--- src/rtl/imem_boot_loader.sv ---
// Boot loader that fills instruction memory from a little-endian byte stream and holds the core until done.
// Optional trailing checksum word is compiled in with the IMEM_LOADER_CSUM_EN macro.
`timescale 1ns/1ps
module imem_boot_loader #(
    parameter int unsigned DEPTH_WORDS    = 8192,
    parameter logic [31:0] BASE_ADDR      = 32'h0000_0000,
    parameter int unsigned TIMEOUT_CYCLES = 1000000
) (
    input  logic        i_clk,
    input  logic        i_rst_n,
    input  logic        i_start,
    input  logic        i_byte_valid,
    input  logic [7:0]  i_byte,
    output logic        o_byte_ready,
    output logic        o_wr_en,
    output logic [31:0] o_wr_addr,
    output logic [31:0] o_wr_data,
    output logic        o_cpu_hold,
    output logic        o_done,
    output logic        o_err
);

    localparam int unsigned WIDX_W = $clog2(DEPTH_WORDS + 1);
    localparam int unsigned TO_W   = (TIMEOUT_CYCLES > 1) ? $clog2(TIMEOUT_CYCLES + 1) : 1;

    typedef enum logic [2:0] {
        S_IDLE  = 3'd0,
        S_LEN   = 3'd1,
        S_DATA  = 3'd2,
        S_WRITE = 3'd3,
        S_DONE  = 3'd4,
        S_ERR   = 3'd5
`ifdef IMEM_LOADER_CSUM_EN
        ,S_CSUM = 3'd6
`endif
    } state_t;

    state_t              r_state;
    state_t              w_next;
    logic [23:0]         r_shift;
    logic [1:0]          r_byte_cnt;
    logic [WIDX_W-1:0]   r_word_idx;
    logic [TO_W-1:0]     r_to_cnt;
    logic [31:0]         r_len;
`ifdef IMEM_LOADER_CSUM_EN
    logic [31:0]         r_sum;
`endif

    logic        w_xfer;
    logic        w_last_byte;
    logic [31:0] w_word;
    logic [31:0] w_addr;
    logic        w_timeout;
    logic        w_rx_state;
    logic        w_restart;
    state_t      w_after_last;
    logic        w_ready_nxt;
    logic        w_wr_nxt;
    logic        w_hold_nxt;
    logic        w_done_nxt;
    logic        w_err_nxt;

    // o_byte_ready mirrors "state accepts bytes", so it doubles as the handshake qualifier
    assign w_xfer      = i_byte_valid && o_byte_ready;
    assign w_last_byte = (r_byte_cnt == 2'd3);
    assign w_word      = {i_byte, r_shift};
    assign w_addr      = BASE_ADDR + (32'(r_word_idx) << 2);
    assign w_timeout   = (TIMEOUT_CYCLES != 0) && !w_xfer
                         && ((32'(r_to_cnt) + 32'd1) == TIMEOUT_CYCLES);
    assign w_restart   = i_start && ((r_state == S_IDLE) || (r_state == S_DONE) || (r_state == S_ERR));

`ifdef IMEM_LOADER_CSUM_EN
    assign w_rx_state   = (r_state == S_LEN) || (r_state == S_DATA) || (r_state == S_CSUM);
    assign w_after_last = S_CSUM;
`else
    assign w_rx_state   = (r_state == S_LEN) || (r_state == S_DATA);
    assign w_after_last = S_DONE;
`endif

    // State register
    always_ff @(posedge i_clk or negedge i_rst_n) begin
        if (!i_rst_n) r_state <= S_IDLE;
        else          r_state <= w_next;
    end

    // Next state and next registered outputs
    always_comb begin
        w_next      = r_state;
        w_ready_nxt = 1'b0;
        w_wr_nxt    = 1'b0;
        w_hold_nxt  = 1'b1;
        w_done_nxt  = 1'b0;
        w_err_nxt   = 1'b0;
        case (r_state)
            S_IDLE, S_DONE, S_ERR: begin
                if (i_start) w_next = S_LEN;
            end
            S_LEN: begin
                if (w_xfer && w_last_byte) begin
                    if (w_word > DEPTH_WORDS) w_next = S_ERR;
                    else if (w_word == 32'd0) w_next = w_after_last;
                    else                      w_next = S_DATA;
                end else if (w_timeout) begin
                    w_next = S_ERR;
                end
            end
            S_DATA: begin
                if (w_xfer && w_last_byte) w_next = S_WRITE;
                else if (w_timeout)        w_next = S_ERR;
            end
            S_WRITE: begin
                if ((32'(r_word_idx) + 32'd1) == r_len) w_next = w_after_last;
                else                                    w_next = S_DATA;
            end
`ifdef IMEM_LOADER_CSUM_EN
            S_CSUM: begin
                if (w_xfer && w_last_byte) w_next = (w_word == r_sum) ? S_DONE : S_ERR;
                else if (w_timeout)        w_next = S_ERR;
            end
`endif
            default: w_next = S_IDLE;
        endcase

`ifdef IMEM_LOADER_CSUM_EN
        w_ready_nxt = (w_next == S_LEN) || (w_next == S_DATA) || (w_next == S_CSUM);
`else
        w_ready_nxt = (w_next == S_LEN) || (w_next == S_DATA);
`endif
        w_wr_nxt   = (w_next == S_WRITE);
        w_done_nxt = (w_next == S_DONE);
        w_err_nxt  = (w_next == S_ERR);
        w_hold_nxt = (w_next != S_DONE);
    end

    // Registered outputs; address/data captured on the byte that completes a word
    always_ff @(posedge i_clk or negedge i_rst_n) begin
        if (!i_rst_n) begin
            o_byte_ready <= 1'b0;
            o_wr_en      <= 1'b0;
            o_wr_addr    <= 32'd0;
            o_wr_data    <= 32'd0;
            o_cpu_hold   <= 1'b1;
            o_done       <= 1'b0;
            o_err        <= 1'b0;
        end else begin
            o_byte_ready <= w_ready_nxt;
            o_wr_en      <= w_wr_nxt;
            o_cpu_hold   <= w_hold_nxt;
            o_done       <= w_done_nxt;
            o_err        <= w_err_nxt;
            if (w_wr_nxt) begin
                o_wr_addr <= w_addr;
                o_wr_data <= w_word;
            end
        end
    end

    // Byte assembly, word index, length and idle-timeout counters
    always_ff @(posedge i_clk or negedge i_rst_n) begin
        if (!i_rst_n) begin
            r_shift    <= 24'd0;
            r_byte_cnt <= 2'd0;
            r_word_idx <= '0;
            r_to_cnt   <= '0;
            r_len      <= 32'd0;
`ifdef IMEM_LOADER_CSUM_EN
            r_sum      <= 32'd0;
`endif
        end else if (w_restart) begin
            r_byte_cnt <= 2'd0;
            r_word_idx <= '0;
            r_to_cnt   <= '0;
`ifdef IMEM_LOADER_CSUM_EN
            r_sum      <= 32'd0;
`endif
        end else begin
            if (w_xfer) begin
                r_shift    <= w_word[31:8];
                r_byte_cnt <= r_byte_cnt + 2'd1;
                r_to_cnt   <= '0;
            end else if (w_rx_state) begin
                r_to_cnt   <= r_to_cnt + TO_W'(1);
            end
            if ((r_state == S_LEN) && w_xfer && w_last_byte) r_len <= w_word;
            if (r_state == S_WRITE) begin
                r_word_idx <= r_word_idx + WIDX_W'(1);
`ifdef IMEM_LOADER_CSUM_EN
                r_sum      <= r_sum + o_wr_data;
`endif
            end
        end
    end

endmodule

--- config.mk ---
export PLATFORM = sky130hd
export DESIGN_NAME = imem_boot_loader
export DESIGN_NICKNAME = d
export VERILOG_FILES = /design/src/rtl/imem_boot_loader.sv
export SDC_FILE = /design/constraint.sdc
export NUM_CORES = 1
export LEC_CHECK = 0
export CORE_MARGIN = 4
export CORE_UTILIZATION = 56
export DETAILED_ROUTE_END_ITERATION = 7
export GPL_ROUTABILITY_DRIVEN = 0
export PLACE_DENSITY = 0.87
export SETUP_SLACK_MARGIN = 0.02
export SYNTH_ARGS = -nofsm -noshare
export SYNTH_HDL_FRONTEND = slang
export SYNTH_SLANG_ARGS = --single-unit
--- constraint.sdc ---
create_clock -name i_clk -period 2.7 [get_ports i_clk]
set_input_delay 0.405 -clock i_clk [delete_from_list [all_inputs] [get_ports i_clk]]
set_output_delay 0.405 -clock i_clk [all_outputs]
set_load 0.005 [all_outputs]
==> impl_results.md <==
* Most common cell in the netlist: dfrtp_1
* N_diodes at 0
* Effective utilization at floorplan at 0.5809
* Initial antenna violation count at 0
* Critical Path Source Type: register
* Worst-path clk slew at about 0.06 ns
* CP endpoint kind: register
* Width of the die at approximately 120 um
* Endpoints failing setup at 0
* Post-Syn Instances at 621
* Largest net degree at the start of global routing at 65
* Number of max-cap violations at 0
* Yosys top cell by area: dfrtp_1
* Synth cell count leaders: dfrtp_1, mux2_2, o21ai_0
* Sequential area share after synthesis at 0.5174
* Worst hold path type: register to register
* Global-route usage over all layers at 0.2421
* DP HPWL at between 10 and 15 mm
* Cell area after layout at 0.008577 sq mm
* Vias in the first global route at 5,350
* Fraction of layout instances using a drive strength above 1 at 0.2630
* Post-synth top area share at 0.5136
* RSZ-0062 raised after global routing: false
* Routed wire per std cell at roughly 19 um
* Die height at 120.3 um
* Die area at 0.01448 sq mm
* Mapped Area at a little over 0.007 sq mm
* Ys flop type: dfrtp_1
* Worst-margin pin slew at 0.8842 ns
* Via Count at 5,300
* DRT antenna net count at 0
* Arrival time worst endpoint at 2.92 ns
* Clock latency on the worst-skew pair at 0.43 ns
* Pre-CTS setup slack at 0.07241 ns
* Initial DRC Count at 378
* Status: completed
* Ports at approximately 80
* CTS tree: built
* Final #Nets at 714
* Final Critical Period at around 2.6 ns
* Clk Tree Root Cell: clkbuf_16
* Area added between synthesis and finish at 21.41%
* TritonCTS Buffers at 17
* Clock tree buffer depth at 2
* Clk_skew at 0.005021 ns
* IO Port Bufs at 62
* Leakage at 3.815 nW
* Max Freq at 388.1 MHz
* Mean post-synth cell area at 11.38 sq um
* Area after DPL at 0.007891 sq mm
* Pins Over Slew Limit at 0
* Grt ovf at 0
* Final wirelength at 16.83 mm
* Setup_tns at 0 ns
* Post-synth EDFFs at 0
* Worst slew margin at 0.4084
* First-pass GRT wire length at 27.74 mm
* Final worst-path cycle share at 0.9544
* Pwr/cell area at 820.0 mW/mm^2
* Ys Warns at 0
* Main area contributors after synthesis: dfrtp_1, mux2_2, o21ai_0
* Clock Sinks at around 150
* Pre-antenna DRT Iters at 7
* Synth async-reset ratio at 1.000
* Setup ws final at 0.1232 ns
* Critical path type: register to register
* Yosys reg bits at 146
* Number of vias per cell at 6.030
* Core area at 0.01216 sq mm
* Worst VDD drop at around 0.53 mV
* Crit-path max FO at 5
* Htree depth at 4
* Drc violations at 0
* Synth cell types at 58
* Final Hold Vio Count at 0
* Worst endpoint required time at 3.05 ns
* Site Rows at 40
[worst max-delay path: stages (launching register included)]
cell and delay, ns:
dfrtp_1 0.47, nand3_1 0.32, or4b_1 0.58, o22ai_2 0.20, nand4_2 0.15, nor4b_4 0.36
a21oi_2 0.11, and3_4 0.19, nor3_2 0.11
[logic make-up (layout without fill, tap and decap cells)]
family / count (synthesis) / after routing / share of synthesized area
XOR/XNOR: 32 / 32 / 0.04074
flip-flops: 146 / 146 / 0.5174
buffers and inverters: 56 / 129 / 0.04198
multiplexers: 102 / 102 / 0.1622
AND/OR/NAND/NOR: 183 / 183 / 0.1468
other: 1 / 18 / 0.0005308
AO/OA/AOI/OAI: 97 / 97 / 0.08325
adder cells (fa/ha/maj): 4 / 4 / 0.007085
[timing repair]
item / in CTS / in global routing
gates resized for setup: 0 / 11
endpoints found under the hold margin: 55 / 0
hold buffers: 1 / 0
setup buffers: 0 / 2
endpoints found under the setup margin: 0 / 6
[placed cells by master (no fill, tap or decap), types with 4 or more instances in the layout]
cell	n
dfrtp_1	143
mux2_2	100
clkdlybuf4s50_1	61
o21ai_0	53
nand2_1	41
nor2_1	35
buf_4	25
nand3_1	18
nor4_1	18
conb_1	18
clkbuf_16	17
xnor2_1	16
nor3_1	12
xor2_1	12
nand4_1	11
a21oi_1	10
inv_1	8
o31ai_1	7
and3_1	7
nand2b_1	7
and2_1	5
a211oi_1	5
a31oi_1	4
[state kept, by name, indices dropped and copies added, names as in the netlist]
name          flops
r_state           3
o_wr_data        32
r_word_idx       14
r_shift          24
o_wr_addr        14
o_err             1
o_done            1
r_byte_cnt        2
o_cpu_hold        1
r_len            32
o_wr_en           1
o_byte_ready      1
r_to_cnt         20
[path summary, 6_finish.rpt]
kind                                    from       endpoint  slack [ns]  cells past startpoint
worst min-delay path            o_wr_addr[4]   o_wr_addr[4]        0.48                      2
worst min register to register  o_wr_addr[4]   o_wr_addr[4]        0.48                      2
worst max register to register  r_to_cnt[11]   o_byte_ready        0.12                      8
max in group asynchronous            i_rst_n     o_cpu_hold        1.39                      3
worst max-delay path            r_to_cnt[11]   o_byte_ready        0.12                      8
min in group asynchronous            i_rst_n  o_wr_data[12]        0.53                      2
[through the flow]
step,util,std cells,power [W],hold slack (ns)
after floorplan,-,638,0.004080,0.1094
after global placement,0.6489,844,0.004492,0.4180
after detailed placement,0.6489,844,0.004628,0.4287
after CTS,0.6989,877,0.007025,0.4904
after global routing,0.7052,879,0.007354,0.5118
final,0.7052,879,0.007033,0.4841
[power by group]
part | internal (W) | switching, W
Combinational | 0.000743 | 0.000694
Sequential | 0.00267 | 0.000573
Clock | 0.00144 | 0.000919
Total | 0.00485 | 0.00219
[area by class of cell]
class                           count  area (sq um)
Sequential cell                   146          3657
Tap cell                          168         210.2
Timing Repair Buffer               89         839.6
Multi-Input combinational cell    436          3242
Clock buffer                       21         470.5
Fill cell                         785          3585
Clock inverter                     11         127.6
Inverter                            8         30.03
[routing by layer]
| layer | track usage | vias up | part of all wire |
|---|---|---|---|
| li1 | - | 2359 | - |
| met1 | 0.3266 | 2622 | 0.42 |
| met2 | 0.3864 | 270 | 0.47 |
| met3 | 0.05706 | 49 | 0.079 |
| met4 | 0.08711 | 0 | 0.026 |
| met5 | 0 | - | 0 |
Power figures use the tool's default switching activity.
==> variant (config.mk and constraints unchanged) <==
Re-encode `state_t` (6 states) as one-hot, 6 bits wide.
--- a/src/rtl/imem_boot_loader.sv
+++ b/src/rtl/imem_boot_loader.sv
@@ -23,13 +23,13 @@
     localparam int unsigned WIDX_W = $clog2(DEPTH_WORDS + 1);
     localparam int unsigned TO_W   = (TIMEOUT_CYCLES > 1) ? $clog2(TIMEOUT_CYCLES + 1) : 1;
 
-    typedef enum logic [2:0] {
-        S_IDLE  = 3'd0,
-        S_LEN   = 3'd1,
-        S_DATA  = 3'd2,
-        S_WRITE = 3'd3,
-        S_DONE  = 3'd4,
-        S_ERR   = 3'd5
+    typedef enum logic [5:0] {
+        S_IDLE  = 6'b000001,
+        S_LEN   = 6'b000010,
+        S_DATA  = 6'b000100,
+        S_WRITE = 6'b001000,
+        S_DONE  = 6'b010000,
+        S_ERR   = 6'b100000
 `ifdef IMEM_LOADER_CSUM_EN
         ,S_CSUM = 3'd6
 `endif
Behaviour: no difference found for any inputs over 10 cycles, from zero or initial values and one cycle with i_rst_n low; not proved beyond that.
==> variant against the original RTL <==
  * Cell area down 1.6%
  * Area after synthesis up 0.66%
  * Clock skew up 0.0055 ns
  * Power down 13%
  * Worst setup slack better by 0.16 ns
  * Fmax up 6.5%
  * Routed wire length down 4.3%
  * Sequential cell count up 3
==> variant: results (changes against the original RTL) <==
The total of fill cells in the finished design was 899 (was 785). The area fraction in compound gates after synthesis is 0.0676 (was 0.0832). The peak per-stage delay on the critical path came out at 0.48 ns (was 0.58 ns).

The number of DRC violations after detailed-routing iteration 0 came to 393 (was 378). The total placed instance area came out at 0.00782 mm2 (was 0.00789 mm2). The family of cells with the greatest summed delay on the critical path was compound AO/OA/AOI/OAI gates (was simple AND/OR/NAND/NOR gates). The arrival time at the worst endpoint is 2.73 ns (was 2.92 ns). The XOR/XNOR share of the synthesized area was 0.0530 (was 0.0407). The maximum net fanout on the critical path came out at 8 (was 5). The pre-CTS setup slack is 0.210 ns (was 0.0724 ns). The destination of the critical timing path was r_state[2] (was o_byte_ready). The slowest stage cell on the critical path is sky130_fd_sc_hd__dfrtp_1 (was sky130_fd_sc_hd__or4b_1).

The aggregate global-route resource usage is 0.235 (was 0.242). The detailed-placement wirelength estimate is 10.7 mm (was 11.1 mm). The total leakage power came out at 0.00412 uW (was 0.00381 uW).

The fraction of the yosys area taken by sequential cells is 0.525 (was 0.517). The final layout net count is 838 (was 714). The total vias in the final route is 5476 (was 5300). The remaining max-slew budget at the tightest pin came out at 0.565 (was 0.408). The clock skew is 0.0105 ns (was 0.00502 ns).

The wire length on met1 is 7.06 mm (was 7.09 mm). Outcome: finished, final reports clean (unchanged). The cell total after placement is 970 (was 844). The routed length on met3 came out at 825 um (was 1.33 mm). The final critical-path setup slack is 0.281 ns (was 0.123 ns). The wire length per cell came out at 16.1 um (was 19.1 um).

The critical hold path startpoint is o_wr_addr[10] (was o_wr_addr[4]).
variant: cell count changes in the layout (fill, tap and decap cells not counted), moves of 6 or more:
cell	before	now
sky130_fd_sc_hd__mux2_2	100	26
sky130_fd_sc_hd__nand2_1	41	276
sky130_fd_sc_hd__nand2b_1	7	0
sky130_fd_sc_hd__xor2_1	12	20
sky130_fd_sc_hd__buf_4	25	11
sky130_fd_sc_hd__xnor2_1	16	23
sky130_fd_sc_hd__o21ai_0	53	28
sky130_fd_sc_hd__nor4_1	18	12
variant: area by class of cell:
class / instances / area share
sequential: 149 / 0.442
multi-input combinational: 567 / 0.367
timing repair buffer: 76 / 0.0894
clock buffer: 20 / 0.0541
tap: 168 / 0.0249
clock inverter: 11 / 0.0177
inverter: 11 / 0.00489
variant: where the power goes:
part           switching (uW)  leakage (uW)  total, uW  internal, uW
registers                 368       0.00202       2880          2510
logic                     441       0.00180        857           416
clock network             907      0.000301       2410          1500
